$ cat src/rtl/ls_issue_scheduler.sv
// ls_issue_scheduler: in-order load/store issue queue with CDB operand snooping
module ls_issue_scheduler #(
  parameter int DEPTH = 4,
  parameter int PTR_W = 2
) (
  input  logic        clk,
  input  logic        rst,
  input  logic        flush,
  input  logic        dispatch_valid,
  input  logic [4:0]  dispatch_op,
  input  logic [2:0]  dispatch_rob,
  input  logic [31:0] dispatch_base_val,
  input  logic [2:0]  dispatch_base_tag,
  input  logic        dispatch_base_ready,
  input  logic [31:0] dispatch_imm,
  input  logic [31:0] dispatch_data_val,
  input  logic [2:0]  dispatch_data_tag,
  input  logic        dispatch_data_ready,
  output logic        full,
  input  logic        cdb_valid,
  input  logic [2:0]  cdb_rob,
  input  logic [31:0] cdb_value,
  input  logic        au_ready,
  output logic        issue_valid,
  output logic [31:0] value1,
  output logic [31:0] value2,
  output logic [4:0]  op_output,
  output logic [2:0]  rob_number_output,
  output logic [31:0] ls_value
);
  logic [4:0]       r_op   [DEPTH];
  logic [2:0]       r_rob  [DEPTH];
  logic [31:0]      r_bval [DEPTH];
  logic [2:0]       r_btag [DEPTH];
  logic             r_brdy [DEPTH];
  logic [31:0]      r_imm  [DEPTH];
  logic [31:0]      r_dval [DEPTH];
  logic [2:0]       r_dtag [DEPTH];
  logic             r_drdy [DEPTH];
  logic [PTR_W-1:0] r_head, r_tail;
  logic [PTR_W:0]   r_count;
  logic             w_issue, w_push, w_bhit, w_dhit;
  assign full    = r_count == (PTR_W+1)'(DEPTH);
  assign w_issue = r_count != '0 && r_brdy[r_head] && r_drdy[r_head] && au_ready && !flush;
  assign w_push  = dispatch_valid && !full && !flush;
  // a dispatched operand whose producer broadcasts this very cycle would otherwise miss its wakeup
  assign w_bhit  = cdb_valid && !dispatch_base_ready && dispatch_base_tag == cdb_rob;
  assign w_dhit  = cdb_valid && !dispatch_data_ready && dispatch_data_tag == cdb_rob;
  always_ff @(posedge clk) begin
    if (rst) begin
      r_head            <= '0;
      r_tail            <= '0;
      r_count           <= '0;
      issue_valid       <= 1'b0;
      value1            <= '0;
      value2            <= '0;
      op_output         <= '0;
      rob_number_output <= '0;
      ls_value          <= '0;
      for (int i = 0; i < DEPTH; i++) begin
        r_brdy[i] <= 1'b0;
        r_drdy[i] <= 1'b0;
      end
    end else if (flush) begin
      r_head      <= '0;
      r_tail      <= '0;
      r_count     <= '0;
      issue_valid <= 1'b0;
      for (int i = 0; i < DEPTH; i++) begin
        r_brdy[i] <= 1'b0;
        r_drdy[i] <= 1'b0;
      end
    end else begin
      for (int i = 0; i < DEPTH; i++) begin
        if (cdb_valid && !r_brdy[i] && r_btag[i] == cdb_rob) begin
          r_bval[i] <= cdb_value;
          r_brdy[i] <= 1'b1;
        end
        if (cdb_valid && !r_drdy[i] && r_dtag[i] == cdb_rob) begin
          r_dval[i] <= cdb_value;
          r_drdy[i] <= 1'b1;
        end
      end
      if (w_push) begin
        r_op[r_tail]   <= dispatch_op;
        r_rob[r_tail]  <= dispatch_rob;
        r_bval[r_tail] <= w_bhit ? cdb_value : dispatch_base_val;
        r_btag[r_tail] <= dispatch_base_tag;
        r_brdy[r_tail] <= dispatch_base_ready || w_bhit;
        r_imm[r_tail]  <= dispatch_imm;
        r_dval[r_tail] <= w_dhit ? cdb_value : dispatch_data_val;
        r_dtag[r_tail] <= dispatch_data_tag;
        r_drdy[r_tail] <= dispatch_data_ready || w_dhit;
        r_tail         <= r_tail + PTR_W'(1);
      end
      if (w_issue) begin
        value1            <= r_bval[r_head];
        value2            <= r_imm[r_head];
        op_output         <= r_op[r_head];
        rob_number_output <= r_rob[r_head];
        ls_value          <= r_dval[r_head];
        r_head            <= r_head + PTR_W'(1);
      end
      issue_valid <= w_issue;
      r_count     <= r_count + (PTR_W+1)'(w_push) - (PTR_W+1)'(w_issue);
    end
  end
endmodule

$ cat config.mk
export PLATFORM = sky130hd
export DESIGN_NAME = ls_issue_scheduler
export DESIGN_NICKNAME = d
export VERILOG_FILES = /design/src/rtl/ls_issue_scheduler.sv
export SDC_FILE = /design/constraint.sdc
export NUM_CORES = 1
export LEC_CHECK = 0
export ABC_CLOCK_PERIOD_IN_PS = 7000
export CORE_UTILIZATION = 32
export CTS_CLUSTER_SIZE = 24
export DETAILED_ROUTE_END_ITERATION = 12
export PLACE_DENSITY = 0.64
export SYNTH_ARGS = -nofsm -noshare
export SYNTH_HDL_FRONTEND = slang
export SYNTH_SLANG_ARGS = --single-unit
$ cat constraint.sdc
create_clock -name clk -period 7 [get_ports clk]
set_input_delay 1.75 -clock clk [delete_from_list [all_inputs] [get_ports clk]]
set_output_delay 1.75 -clock clk [all_outputs]
set_load 0.005 [all_outputs]
==> qor.csv <==
stage;metric;value;unit
route;drc;0;
pwr;switching_share;0.209;
route;wl_met3;4540;um
worst_setup_path;crit_path_end_kind;flip-flop;
worst_setup_path;crit_required;7.36;ns
sta;rsz0062_at_grt;no;
sta;maxSlewViolCount;0;
global_route;grt_pass1_vias;15032;
pwr;p_comb_frac;0.052;
cells_and_area;fin_area;30100;um2
placement;dpl-instance-area;28000;um2
synthesis;synth_top_cell_by_area;edfxtp_1;
floorplan;die-area;77700;um2
floorplan;pin_count;259;
floorplan;num_rows;101;
route;routed_via_density;5.20;
worst_setup_path;r2r_setup_slack;3.92;ns
sta;fin_crit;4.76;ns
global_route;grt_use_total;0.175;
clock_network;cts_resized;0;
clock_network;cts.sinks;562;
synthesis;synth_area_per_cell;16.4;um2
synthesis;synth.most_common_cell;edfxtp_1;
synthesis;syn_nets;1650;
clock_network;cts_max_path_buffers;3;
synthesis;yosysSeqAreaShare;0.641;
synthesis;synth.area.top_cells;edfxtp_1 (54%), mux4_2 (9.7%), dfxtp_1 (9.6%);
synthesis;ys_warn_count;0;
min_path;holdPathStages;2;
worst_setup_path;worstSetupPathType;in2reg;
route;drt-initial-drc-count;1059;
route;top_layer;met5;
worst_setup_path;r2r-end;r_bval[1][11];
clock_network;clk_pin_slew_worst_paths;0.06;ns
flow_run;drv_cap;0;
clock_network;cts_buffers;61;
sta;fmax;210;MHz
sta;final.setup.tns;0;ns
cells_and_area;areaGrowthSynthToFinish;22.9;%
placement;hpwl;42700;um
placement;dp.cells;2641;
global_route;grt_max_degree;105;
global_route;grt.overflow.total;0;
global_route;grt_pass1_wl;101000;um
min_path;min_to;value2[26];
floorplan;die_x;279;um
route;ant_nets;0;
route;firstDrtPassIters;4;
worst_setup_path;crit_fanout;32;
pwr;p_leak;9.46;nW
route;wl_met2;32400;um
synthesis;ys_async_sr_fraction;0;
clock_network;clk_latency;0.61;ns
pwr;ir_drop;0.000182;V
cells_and_area;nFillCells;6949;
clock_network;postCtsSetupRepairBufs;0;
cells_and_area;drive_gt1_frac;0.286;
min_path;holdCritStartpoint;value2[26];
synthesis;synth_edf_count;444;
worst_setup_path;r2r_cells;5;
sta;setup_viol;0;
placement;port_buffers;258;
outcome;status;finished clean;
pwr;seqPwrFrac;0.498;
clock_network;root_buffer;clkbuf_16;
worst_setup_path;crit_path_start_kind;input port;
pwr;p_int;5.81;mW
min_path;hold_class;reg2reg;
cells_and_area;seq_area;15700;um2
synthesis;mappedNetlistArea;24500;um2
synthesis;yosysUniqueCellTypes;45;
synthesis;synth_flop_cell;edfxtp_1;
pwr;clockPowerShare;0.450;
floorplan;die_y;279;um
cells_and_area;multi_input_area;8240;um2
pwr;p_sw;1.54;mW
synthesis;synth_top_cells_by_count;edfxtp_1 (444), mux2_2 (158), dfxtp_1 (118);
sta;hold_viol;0;
global_route;antenna_found_initial;20;
worst_setup_path;arrival;5.12;ns
clock_network;cts_tree;done;
route;routedWlPerCell;24.8;um
route;routed_wl;68500;um
floorplan;initial_core_util;0.323;
placement;gp_congestion;0.782;
clock_network;htreeDepth;2;
pwr;power.density;244;nW/um2
clock_network;hold_buffers;0;
sta;maxSlewHeadroom;0.171;
route;wl_met1;29700;um
sta;layout_worst_path_cycle_share;0.680;
synthesis;synth_top_area_frac;0.544;
sta;clock_skew;0.0155;ns
floorplan;core;75800;um2
cells_and_area;final_nets;1886;
route;vias;14345;
cells_and_area;final_cells;2759;
sta;worstMarginPinSlew;1.24;ns
synthesis;netlist_instances;1490;
synthesis;yosys_register_bits;562;
worst_setup_path;reg2reg_from;r_count[1];
[cells by family after synthesis]
group | Yosys count | synth area share
AND/OR/NAND/NOR | 170 | 0.0381
flip-flops | 562 | 0.641
buffers and inverters | 125 | 0.0267
multiplexers | 362 | 0.229
adder cells (fa/ha/maj) | 7 | 0.00388
AO/OA/AOI/OAI | 231 | 0.0492
XOR/XNOR | 33 | 0.0121
[how the worst max path moves through the flow]
stage,startpoint,to,slack (ns)
after floorplan,rst,r_drdy[2],0.35
after global placement,flush,r_dval[0][13],1.73
after detailed placement,flush,r_bval[1][17],1.61
after CTS,flush,r_bval[1][17],2.24
after global routing,flush,r_dval[0][17],2.05
final,flush,r_dval[0][17],2.24
[power groups by stage]
stage / clock network (mW) / registers, mW / logic [mW]
2_1_floorplan: 0 / 3.73 / 0.191
3_3_place_gp: 0 / 3.73 / 0.373
3_5_place_dp: 0 / 3.73 / 0.385
4_1_cts: 3.38 / 3.66 / 0.387
5_1_grt: 3.49 / 3.66 / 0.411
6_report: 3.31 / 3.66 / 0.384
[flip-flops by register name (all words and copies together), names as in the netlist, 5 cells and up, named ones only]
signal,count
r_bval,128
r_dval,128
r_imm,128
ls_value,32
value1,32
value2,32
r_op,20
r_btag,12
r_dtag,12
r_rob,12
op_output,5
[final cells by class]
cell class | instances | share of cell area
Clock inverter | 26 | 0.00981
Clock buffer | 89 | 0.0589
Multi-Input combinational cell | 803 | 0.274
Timing Repair Buffer | 285 | 0.0933
Antenna cell | 3 | 0.000249
Sequential cell | 562 | 0.522
Inverter | 13 | 0.00162
Tap cell | 978 | 0.0407
[stage by stage]
step / power [mW] / setup slack, ns / util / hold slack (ns)
2_1_floorplan: 3.92 / 0.349 / - / 0.469
3_3_place_gp: 4.10 / 1.73 / 0.370 / 0.461
3_5_place_dp: 4.11 / 1.61 / 0.370 / 0.466
4_1_cts: 7.42 / 2.24 / 0.397 / 0.474
5_1_grt: 7.57 / 2.05 / 0.397 / 0.488
6_report: 7.35 / 2.24 / 0.397 / 0.473
[layout by cell type, fill, tap and decap left out, types with 9 or more instances in the layout]
master,n
a21oi_1,109
and2_1,9
buf_4,26
clkbuf_1,15
clkbuf_16,62
clkbuf_8,12
clkdlybuf4s50_1,257
dfxtp_1,116
edfxtp_1,444
mux2_2,158
mux2_4,92
mux4_2,104
nand2_1,13
nand3_1,106
nor2_4,9
o21ai_0,106
xnor2_1,11
xor2_1,21
[worst max-delay path: stages]
cell and delay, ns:
clkdlybuf4s50_1 0.54, nor2_1 0.62, nand4_1 0.60, nor2_4 1.13, mux2_2 0.43
[routing by layer]
metal / vias to the layer above / GRT usage
met5: - / 0
met4: 20 / 0.0496
met3: 114 / 0.0443
met2: 407 / 0.283
met1: 7475 / 0.233
li1: 6329 / -
(Power assumes the default switching activity.)
